### src/rtl/player_mover_if.sv
// player_mover_if
// Bundles the button/blocking-flag inputs and the position/colour outputs
// exchanged between the button front-end, the player_mover block and the
// rectangle array.
//   btns         4   one-hot direction request (8=up, 4=down, 2=right, 1=left)
//   colorBtn     1   colour-advance button level
//   upEnable     1   high = up step blocked
//   downEnable   1   high = down step blocked
//   leftEnable   1   high = left step blocked
//   rightEnable  1   high = right step blocked
//   player_hPos  32  player left edge
//   player_vPos  32  player top edge
//   player_color 4   current player colour
//   step_o       1   pulse: a position step was taken
//   blocked_o    1   pulse: a due step was suppressed
// Modports: master drives the requests and reads the player state,
//           slave is the player_mover side.
interface player_mover_if;
    logic [3:0]  btns;
    logic        colorBtn;
    logic        upEnable;
    logic        downEnable;
    logic        leftEnable;
    logic        rightEnable;
    logic [31:0] player_hPos;
    logic [31:0] player_vPos;
    logic [3:0]  player_color;
    logic        step_o;
    logic        blocked_o;

    modport master (
        output btns, colorBtn, upEnable, downEnable, leftEnable, rightEnable,
        input  player_hPos, player_vPos, player_color, step_o, blocked_o
    );

    modport slave (
        input  btns, colorBtn, upEnable, downEnable, leftEnable, rightEnable,
        output player_hPos, player_vPos, player_color, step_o, blocked_o
    );
endinterface

### src/rtl/player_mover.sv
// player_mover
// Turns one-hot button requests into single position steps with
// hold-to-repeat, suppresses steps that the rectangle array flags as blocked,
// wraps the player at the screen edges and cycles the player colour on each
// rising edge of colorBtn.
// Ports:
//   btnClk  in  movement clock; all state changes on its rising edge
//   rst     in  synchronous active-high reset
//   bus     slave side of player_mover_if (buttons, block flags, player state)
module player_mover #(
    parameter int SCREEN_W     = 640,
    parameter int SCREEN_H     = 480,
    parameter int PLAYER_SIZE  = 12,
    parameter int H_START      = 314,
    parameter int V_START      = 234,
    parameter int START_COLOR  = 1,
    parameter int NUM_COLORS   = 4,
    parameter int REPEAT_DELAY = 8,
    parameter int REPEAT_RATE  = 2
) (
    input  logic           btnClk,
    input  logic           rst,
    player_mover_if.slave  bus
);

    localparam logic [31:0] H_MAX      = 32'(SCREEN_W - PLAYER_SIZE);
    localparam logic [31:0] V_MAX      = 32'(SCREEN_H - PLAYER_SIZE);
    localparam logic [31:0] H_RESET    = 32'(H_START);
    localparam logic [31:0] V_RESET    = 32'(V_START);
    localparam logic [3:0]  COLOR_INIT = 4'(START_COLOR);
    localparam logic [3:0]  COLOR_LAST = 4'(NUM_COLORS - 1);
    localparam logic [31:0] DELAY_LAST = 32'(REPEAT_DELAY - 1);
    localparam logic [31:0] RATE_LAST  = 32'(REPEAT_RATE - 1);

    typedef enum logic [1:0] {
        IDLE   = 2'd0,
        HOLD   = 2'd1,
        REPEAT = 2'd2
    } dirState_t;

    dirState_t   state;
    logic [31:0] counter;
    logic [3:0]  dirQ;
    logic        prevColorBtn;
    logic [31:0] hPos;
    logic [31:0] vPos;
    logic [3:0]  color;
    logic        stepReg;
    logic        blockedReg;

    logic        validDir;
    logic        stepDue;
    logic        dirBlocked;
    dirState_t   nextState;
    logic [31:0] nextCounter;
    logic [3:0]  nextDir;
    logic [31:0] nextH;
    logic [31:0] nextV;
    logic [3:0]  nextColor;

    // Direction FSM next-state: decides whether a step is due this edge.
    always_comb begin
        validDir    = 1'b0;
        stepDue     = 1'b0;
        nextState   = state;
        nextCounter = counter;
        nextDir     = dirQ;

        case (bus.btns)
            4'b1000, 4'b0100, 4'b0010, 4'b0001: validDir = 1'b1;
            default:                            validDir = 1'b0;
        endcase

        if (!validDir) begin
            nextState   = IDLE;
            nextCounter = 32'd0;
        end else begin
            case (state)
                IDLE: begin
                    stepDue     = 1'b1;
                    nextState   = HOLD;
                    nextCounter = 32'd0;
                    nextDir     = bus.btns;
                end
                HOLD, REPEAT: begin
                    if (bus.btns != dirQ) begin
                        // A new direction steps at once and restarts the delay.
                        stepDue     = 1'b1;
                        nextState   = HOLD;
                        nextCounter = 32'd0;
                        nextDir     = bus.btns;
                    end else if ((state == HOLD) && (counter == DELAY_LAST)) begin
                        stepDue     = 1'b1;
                        nextState   = REPEAT;
                        nextCounter = 32'd0;
                    end else if ((state == REPEAT) && (counter == RATE_LAST)) begin
                        stepDue     = 1'b1;
                        nextCounter = 32'd0;
                    end else begin
                        nextCounter = counter + 32'd1;
                    end
                end
                default: begin
                    nextState   = IDLE;
                    nextCounter = 32'd0;
                end
            endcase
        end
    end

    // Block-flag selection and wrapped position update for a due step.
    always_comb begin
        dirBlocked = 1'b0;
        nextH      = hPos;
        nextV      = vPos;

        case (bus.btns)
            4'b1000: dirBlocked = bus.upEnable;
            4'b0100: dirBlocked = bus.downEnable;
            4'b0010: dirBlocked = bus.rightEnable;
            4'b0001: dirBlocked = bus.leftEnable;
            default: dirBlocked = 1'b0;
        endcase

        if (stepDue && !dirBlocked) begin
            case (bus.btns)
                4'b1000: nextV = (vPos == 32'd0)  ? V_MAX : vPos - 32'd1;
                4'b0100: nextV = (vPos >= V_MAX)  ? 32'd0 : vPos + 32'd1;
                4'b0010: nextH = (hPos >= H_MAX)  ? 32'd0 : hPos + 32'd1;
                4'b0001: nextH = (hPos == 32'd0)  ? H_MAX : hPos - 32'd1;
                default: begin
                    nextH = hPos;
                    nextV = vPos;
                end
            endcase
        end else begin
            nextH = hPos;
            nextV = vPos;
        end
    end

    // Colour advances only on a rising edge of the colorBtn level.
    always_comb begin
        nextColor = color;
        if (bus.colorBtn && !prevColorBtn) begin
            nextColor = (color >= COLOR_LAST) ? 4'd0 : color + 4'd1;
        end else begin
            nextColor = color;
        end
    end

    // State, position, colour and pulse registers.
    always_ff @(posedge btnClk) begin
        if (rst) begin
            state        <= IDLE;
            counter      <= 32'd0;
            dirQ         <= 4'd0;
            prevColorBtn <= 1'b0;
            hPos         <= H_RESET;
            vPos         <= V_RESET;
            color        <= COLOR_INIT;
            stepReg      <= 1'b0;
            blockedReg   <= 1'b0;
        end else begin
            state        <= nextState;
            counter      <= nextCounter;
            dirQ         <= nextDir;
            prevColorBtn <= bus.colorBtn;
            hPos         <= nextH;
            vPos         <= nextV;
            color        <= nextColor;
            stepReg      <= stepDue && !dirBlocked;
            blockedReg   <= stepDue && dirBlocked;
        end
    end

    assign bus.player_hPos  = hPos;
    assign bus.player_vPos  = vPos;
    assign bus.player_color = color;
    assign bus.step_o       = stepReg;
    assign bus.blocked_o    = blockedReg;

endmodule
### src/flat_wrapper.sv
// flat-port wrapper written by rule: the top's interface ports become plain ports
module player_mover_flat 
#(
    parameter int SCREEN_W     = 640,
    parameter int SCREEN_H     = 480,
    parameter int PLAYER_SIZE  = 12,
    parameter int H_START      = 314,
    parameter int V_START      = 234,
    parameter int START_COLOR  = 1,
    parameter int NUM_COLORS   = 4,
    parameter int REPEAT_DELAY = 8,
    parameter int REPEAT_RATE  = 2
)
  (btnClk, rst, bus_btns, bus_colorBtn, bus_upEnable, bus_downEnable, bus_leftEnable, bus_rightEnable, bus_player_hPos, bus_player_vPos, bus_player_color, bus_step_o, bus_blocked_o);
  player_mover_if bus_i ();
  input  logic btnClk;
  input  logic rst;
  input wire logic [$bits(bus_i.btns)-1:0] bus_btns;
  input wire logic [$bits(bus_i.colorBtn)-1:0] bus_colorBtn;
  input wire logic [$bits(bus_i.upEnable)-1:0] bus_upEnable;
  input wire logic [$bits(bus_i.downEnable)-1:0] bus_downEnable;
  input wire logic [$bits(bus_i.leftEnable)-1:0] bus_leftEnable;
  input wire logic [$bits(bus_i.rightEnable)-1:0] bus_rightEnable;
  output wire logic [$bits(bus_i.player_hPos)-1:0] bus_player_hPos;
  output wire logic [$bits(bus_i.player_vPos)-1:0] bus_player_vPos;
  output wire logic [$bits(bus_i.player_color)-1:0] bus_player_color;
  output wire logic [$bits(bus_i.step_o)-1:0] bus_step_o;
  output wire logic [$bits(bus_i.blocked_o)-1:0] bus_blocked_o;
  assign bus_i.btns = bus_btns;
  assign bus_i.colorBtn = bus_colorBtn;
  assign bus_i.upEnable = bus_upEnable;
  assign bus_i.downEnable = bus_downEnable;
  assign bus_i.leftEnable = bus_leftEnable;
  assign bus_i.rightEnable = bus_rightEnable;
  assign bus_player_hPos = bus_i.player_hPos;
  assign bus_player_vPos = bus_i.player_vPos;
  assign bus_player_color = bus_i.player_color;
  assign bus_step_o = bus_i.step_o;
  assign bus_blocked_o = bus_i.blocked_o;
  player_mover #(.SCREEN_W(SCREEN_W), .SCREEN_H(SCREEN_H), .PLAYER_SIZE(PLAYER_SIZE), .H_START(H_START), .V_START(V_START), .START_COLOR(START_COLOR), .NUM_COLORS(NUM_COLORS), .REPEAT_DELAY(REPEAT_DELAY), .REPEAT_RATE(REPEAT_RATE)) u_core (.btnClk(btnClk), .rst(rst), .bus(bus_i));
endmodule
### config.mk
export PLATFORM = sky130hd
export DESIGN_NAME = player_mover_flat
export DESIGN_NICKNAME = d
export VERILOG_FILES = /design/src/rtl/player_mover_if.sv /design/src/rtl/player_mover.sv /design/src/flat_wrapper.sv
export SDC_FILE = /design/constraint.sdc
export NUM_CORES = 1
export LEC_CHECK = 0
export CORE_MARGIN = 3
export CORE_UTILIZATION = 56
export CTS_CLUSTER_DIAMETER = 50
export CTS_CLUSTER_SIZE = 24
export DETAILED_ROUTE_END_ITERATION = 8
export PLACE_DENSITY = 0.81
export SETUP_SLACK_MARGIN = 0.05
export SLEW_MARGIN = 20
export SYNTH_ARGS = -nofsm -noshare
export SYNTH_HDL_FRONTEND = slang
export SYNTH_SLANG_ARGS = --single-unit
### constraint.sdc
create_clock -name btnClk -period 3.2 [get_ports btnClk]
set_clock_uncertainty 0.1 [all_clocks]
set_input_delay 0.8 -clock btnClk [delete_from_list [all_inputs] [get_ports btnClk]]
set_output_delay 0.8 -clock btnClk [all_outputs]
set_load 0.01 [all_outputs]
; ---- After elaboration in Yosys (flattened, before gate mapping)
; Index checks and enable logic that the tools add are counted.
[totals]
reg_bits = 109
inputBits = 11
output_inout_bits = 70
word_cells = 70
[classes]
n_addsub = 6
n_lt_le_gt_ge = 3
n_eq_ne = 11
n_mux = 19
n_bitwise = 2
n_reduce_logical = 20
[ops]
columns = cell, n
row1 = $mux W32, 4
row2 = $pmux W32 S2, 2
row3 = $add A32 B1 Y32 const B, 3
row4 = $logic_not A32 Y1, 2
row5 = $sub A32 B1 Y32 const B, 2
row6 = $eq A32 B1 Y1 const B, 1
row7 = $eq A32 B3 Y1 const B, 1
row8 = $ge A32 B10 Y1 const B, 1
row9 = $ge A32 B9 Y1 const B, 1
row10 = $mux W4, 2
row11 = $pmux W4 S2, 1
row12 = $reduce_bool A2 Y1, 3
row13 = $reduce_or A6 Y1, 1
row14 = $logic_and A1 B1 Y1, 5
row15 = $mux W1, 5
row16 = $add A4 B1 Y4 const B, 1
row17 = $eq A4 B1 Y1 const B, 1
row18 = $eq A4 B2 Y1 const B, 1
row19 = $eq A4 B3 Y1 const B, 1
row20 = $eq A4 B4 Y1 const B, 1
row21 = $ge A4 B2 Y1 const B, 1
row22 = $mux W2, 2
row23 = $ne A4 B4 Y1, 1
row24 = $pmux W1 S4, 1
row25 = 13 further kinds, 17

; ---- Longest topological paths before layout
[depth]
word_depth = 9
mapped_depth = 10
depth_no_buf = 9

; ---- Worst setup path before layout
; No wires, ideal clock.
[synth_timing]
path_kind = in2reg
from = in bus_btns[2]
to = reg u_core.vPos[5], in the netlist u_core.bus.player_vPos[5]
setup_ns = 0.122
arrival_ns = 2.631
t_required_ns = 2.978
setup_slack_ns = 0.347
cell_stages = 7
n_path_buf = 2
cell_sequence = buf_2 > xor2_1 > a221oi_1 > nor2_1 > and3_1 > clkbuf_1 > a221o_1
[synth_via]
elab_chain_len = 6
word_cells_on_any_way = 16
cone_classes = 5 x eq/ne / 6 x mux / 5 x reduce/logical
[synth_lines]
columns = item, line_no
row1 = "start, declared", flat_wrapper.sv:18  ; input wire logic [$bits(bus_i.btns)-1:0] bus_btns;
row2 = $ne A4 B4 Y1 (tied with other cells), player_mover.sv:86  ; if (bus.btns != dirQ) begin
row3 = $mux W1 or $reduce_or A4 Y1 (tied branches), "player_mover.sv:86, player_mover.sv:69"
row4 = $pmux W1 S2 or $mux W1 (tied branches), "player_mover.sv:78, player_mover.sv:69"
row5 = $mux W1, player_mover.sv:74  ; if (!validDir) begin
row6 = $logic_and A1 B1 Y1, player_mover.sv:125  ; if (stepDue && !dirBlocked) begin
row7 = $reduce_and A2 Y1 (no line), -
row8 = "end signal, assigned", player_mover.sv:170  ; vPos <= nextV;
row9 = "end, declared", player_mover.sv:46  ; logic [31:0] vPos;
; Several ways; a longest one is shown, not always the timed one.
; A chain may end at the register's enable or synchronous reset.

; ---- Worst setup path in the final report
; Ends and elaborated chain as after synthesis.

==> reports/metrics.cfg <==
[run_status]
status = complete, no violations

[die]
die_w_um = 111.3
fp.dieH_um = 111.3
io_pins = 81
initial_core_util = 0.5884
die_area_um2 = 12390
core_um2 = 10560
rows = 37

[drt]
drt_first_iter_violations = 697
avgViaCountPerCell = 6.315
finalWirelength_um = 17870
drc = 0
ant_nets = 0
vias = 6650
routedWlPerCell_um = 16.97
drtPass1Iterations = 5

[timing]
setup_viol = 0
fmax_mhz = 338.9
final.min_clock_period_ns = 2.951
drv_slew = 0
period_share = 0.9222
final_hold_viol_count = 0
maxSlewHeadroom = 0.4803
setup_tns_ns = 0
worst_pin_slew_ns = 0.7724
rsz0062_at_grt = false

[power_and_ir_drop]
peakVddDrop_mv = 0.3248
power_per_cell_area_nw_per_um2 = 310.0
p_total_mw = 2.372
p_leak_nw = 2.772

[worst_setup_path]
slowest_delay_ns = 0.63
crit_path_frequent_cell = buf_4
crit_type = primary input to register
cp_cell_sequence = clkdlybuf4s50_1 -> buf_4 -> or4b_1 -> nor2_1 -> buf_4 -> nand4_1 -> o22a_1 -> o21ai_0 -> a221o_1
r2r_slack_ns = 0.37
critPathMaxFanout = 7
crit_path_end_kind = register
crit_arrival_ns = 3.20
startpoint_type = primary input
worstPathRequired_ns = 3.45
cp_slowest_cell = clkdlybuf4s50_1

[synthesis]
synth_top_area_frac = 0.3513
synth.largest_area_cell = dfxtp_1
netlist_top_cells_count = dfxtp_1 (109), nor2_1 (109), nand2_1 (68)
synth_edf_count = 0
synth_warnings = 0
synth_area_leaders = dfxtp_1 (35%), nor2_1 (6.6%), a21oi_1 (5.4%)
ys_types = 69
ys_seq_elements = 109
synth_area_um2 = 6211
ys_seq_area_frac = 0.3513
synth_ff_type = dfxtp_1
synth.avg_cell_area_um2 = 7.649
synthesis.nets = 836
syn_inst = 812
async_reset_ff_frac = 0

[cts]
htreeDepth = 3
clock_latency_ns = 0.40
cts_tree = built
clockRootBuffer = clkbuf_8
postCtsHoldBufs = 0
clockBufferDepth = 2
numCtsBuffers = 9
clkTransAtPathRegs_ns = 0.10
cts_setup_buffers = 0
cts_sinks = 109

[finish]
drive_gt1_frac = 0.1058
fillers = 858
antennaDiodeCount = 0
nets = 936
regArea_um2 = 2182
synthToLayoutAreaGrowth_pct = 23.19
final_area_um2 = 7651
layout.cells.non_filler = 1053
multiInputGateArea_um2 = 3819

[placement]
dp_hpwl_um = 12980
placed_cell_area_um2 = 7441
place_congestion = 0.9539
portBuffers = 80
post-place-cells = 1036

[grt]
grt-ovfl-total = 0
antenna_found_initial = 0
grt_max_degree = 37
grt_pass1_wl_um = 29460
grt_pass1_vias = 6125
track_usage = 0.2799

[min_path]
worstHoldPathType = register to register

[run]
cap_violations = 0

[cells in the final DEF (no fill, tap or decap), types with 6 or more instances in the layout]
master and instances:
o211ai_1 7, nand2_1 68, inv_1 13, or4_1 7
nand3_1 50, and2_1 7, a311oi_1 8, xnor2_1 7
and3_1 14, ha_1 13, dfxtp_1 109, clkdlybuf4s50_1 78
nor2b_1 9, xor2_1 28, nor2_1 109, and4_1 6
buf_4 50, nand4_1 12, a31oi_1 8, nor4_1 18
a21oi_1 67, clkbuf_8 11, o21ai_0 66, nor3_1 33
or3_1 16, o22ai_1 6
[metrics by stage]
stage	hold WS [ns]	worst slack, ns	utilization
floorplan	0.3334	0.3471	-
global placement	0.3434	-0.09898	0.7050
detailed placement	0.3617	-0.1958	0.7050
CTS	0.3926	0.2105	0.7226
global route	0.4191	0.08247	0.7249
finish	0.3947	0.2489	0.7249
[registers in the layout, summed over array words and instances (netlist names)]
name / count
u_core.counter: 32
u_core.state: 2
u_core.bus.player_hPos: 32
u_core.dirQ: 4
u_core.bus.step_o: 1
u_core.bus.blocked_o: 1
u_core.bus.player_color: 4
u_core.bus.player_vPos: 32
u_core.prevColorBtn: 1
[area by class of cell]
type	count	area share
Clock buffer	12	0.02028
Clock inverter	4	0.004088
Inverter	13	0.006378
Multi-Input combinational cell	645	0.4991
Sequential cell	109	0.2852
Tap cell	136	0.02224
Timing Repair Buffer	134	0.1627
[cell families after synthesis]
logic type / share of synthesized area
and+or+nand+nor: 0.3217
AOI/OAI and AO/OA: 0.2083
DFF: 0.3513
buffers and inverters: 0.03827
xor gates and xnor gates: 0.04936
adders and majority gates: 0.02619
muxes: 0.004835
[layer usage]
layer  part of all wire  track usage  up-vias
li1                   -            -     3178
met1               0.43       0.3622     3156
met2               0.48       0.4648      278
met3              0.068      0.05295       38
met4              0.023       0.1046        0
met5                  0            0        -
[where the power goes]
part | total [mW] | internal, mW | switching, mW | leakage (nW)
clock network | 0.822 | 0.330 | 0.492 | 0.0905
logic | 0.177 | 0.0769 | 0.0998 | 1.80
registers | 1.37 | 1.36 | 0.00860 | 0.879
[final timing paths]
kind / start / end / cells past startpoint
max reg2reg: u_core.counter[6] / u_core.bus.player_vPos[27] / 7
min reg2reg: u_core.bus.player_hPos[26] / u_core.bus.player_hPos[26] / 2
min: u_core.bus.player_hPos[26] / u_core.bus.player_hPos[26] / 2
max: bus_btns[2] / u_core.bus.player_vPos[5] / 9
[critical path, delay by kind of cell]
family | cells | cell delay (ns)
AOI/OAI and AO/OA | 3 | 0.58
and+or+nand+nor | 3 | 0.86
buffers and inverters | 3 | 0.96
[timing repair]
item                                   CTS  global route
endpoints found under the hold margin    0             0
setup endpoints to repair                0             1
resized for setup                        0             2
(Power assumes the default switching activity.)
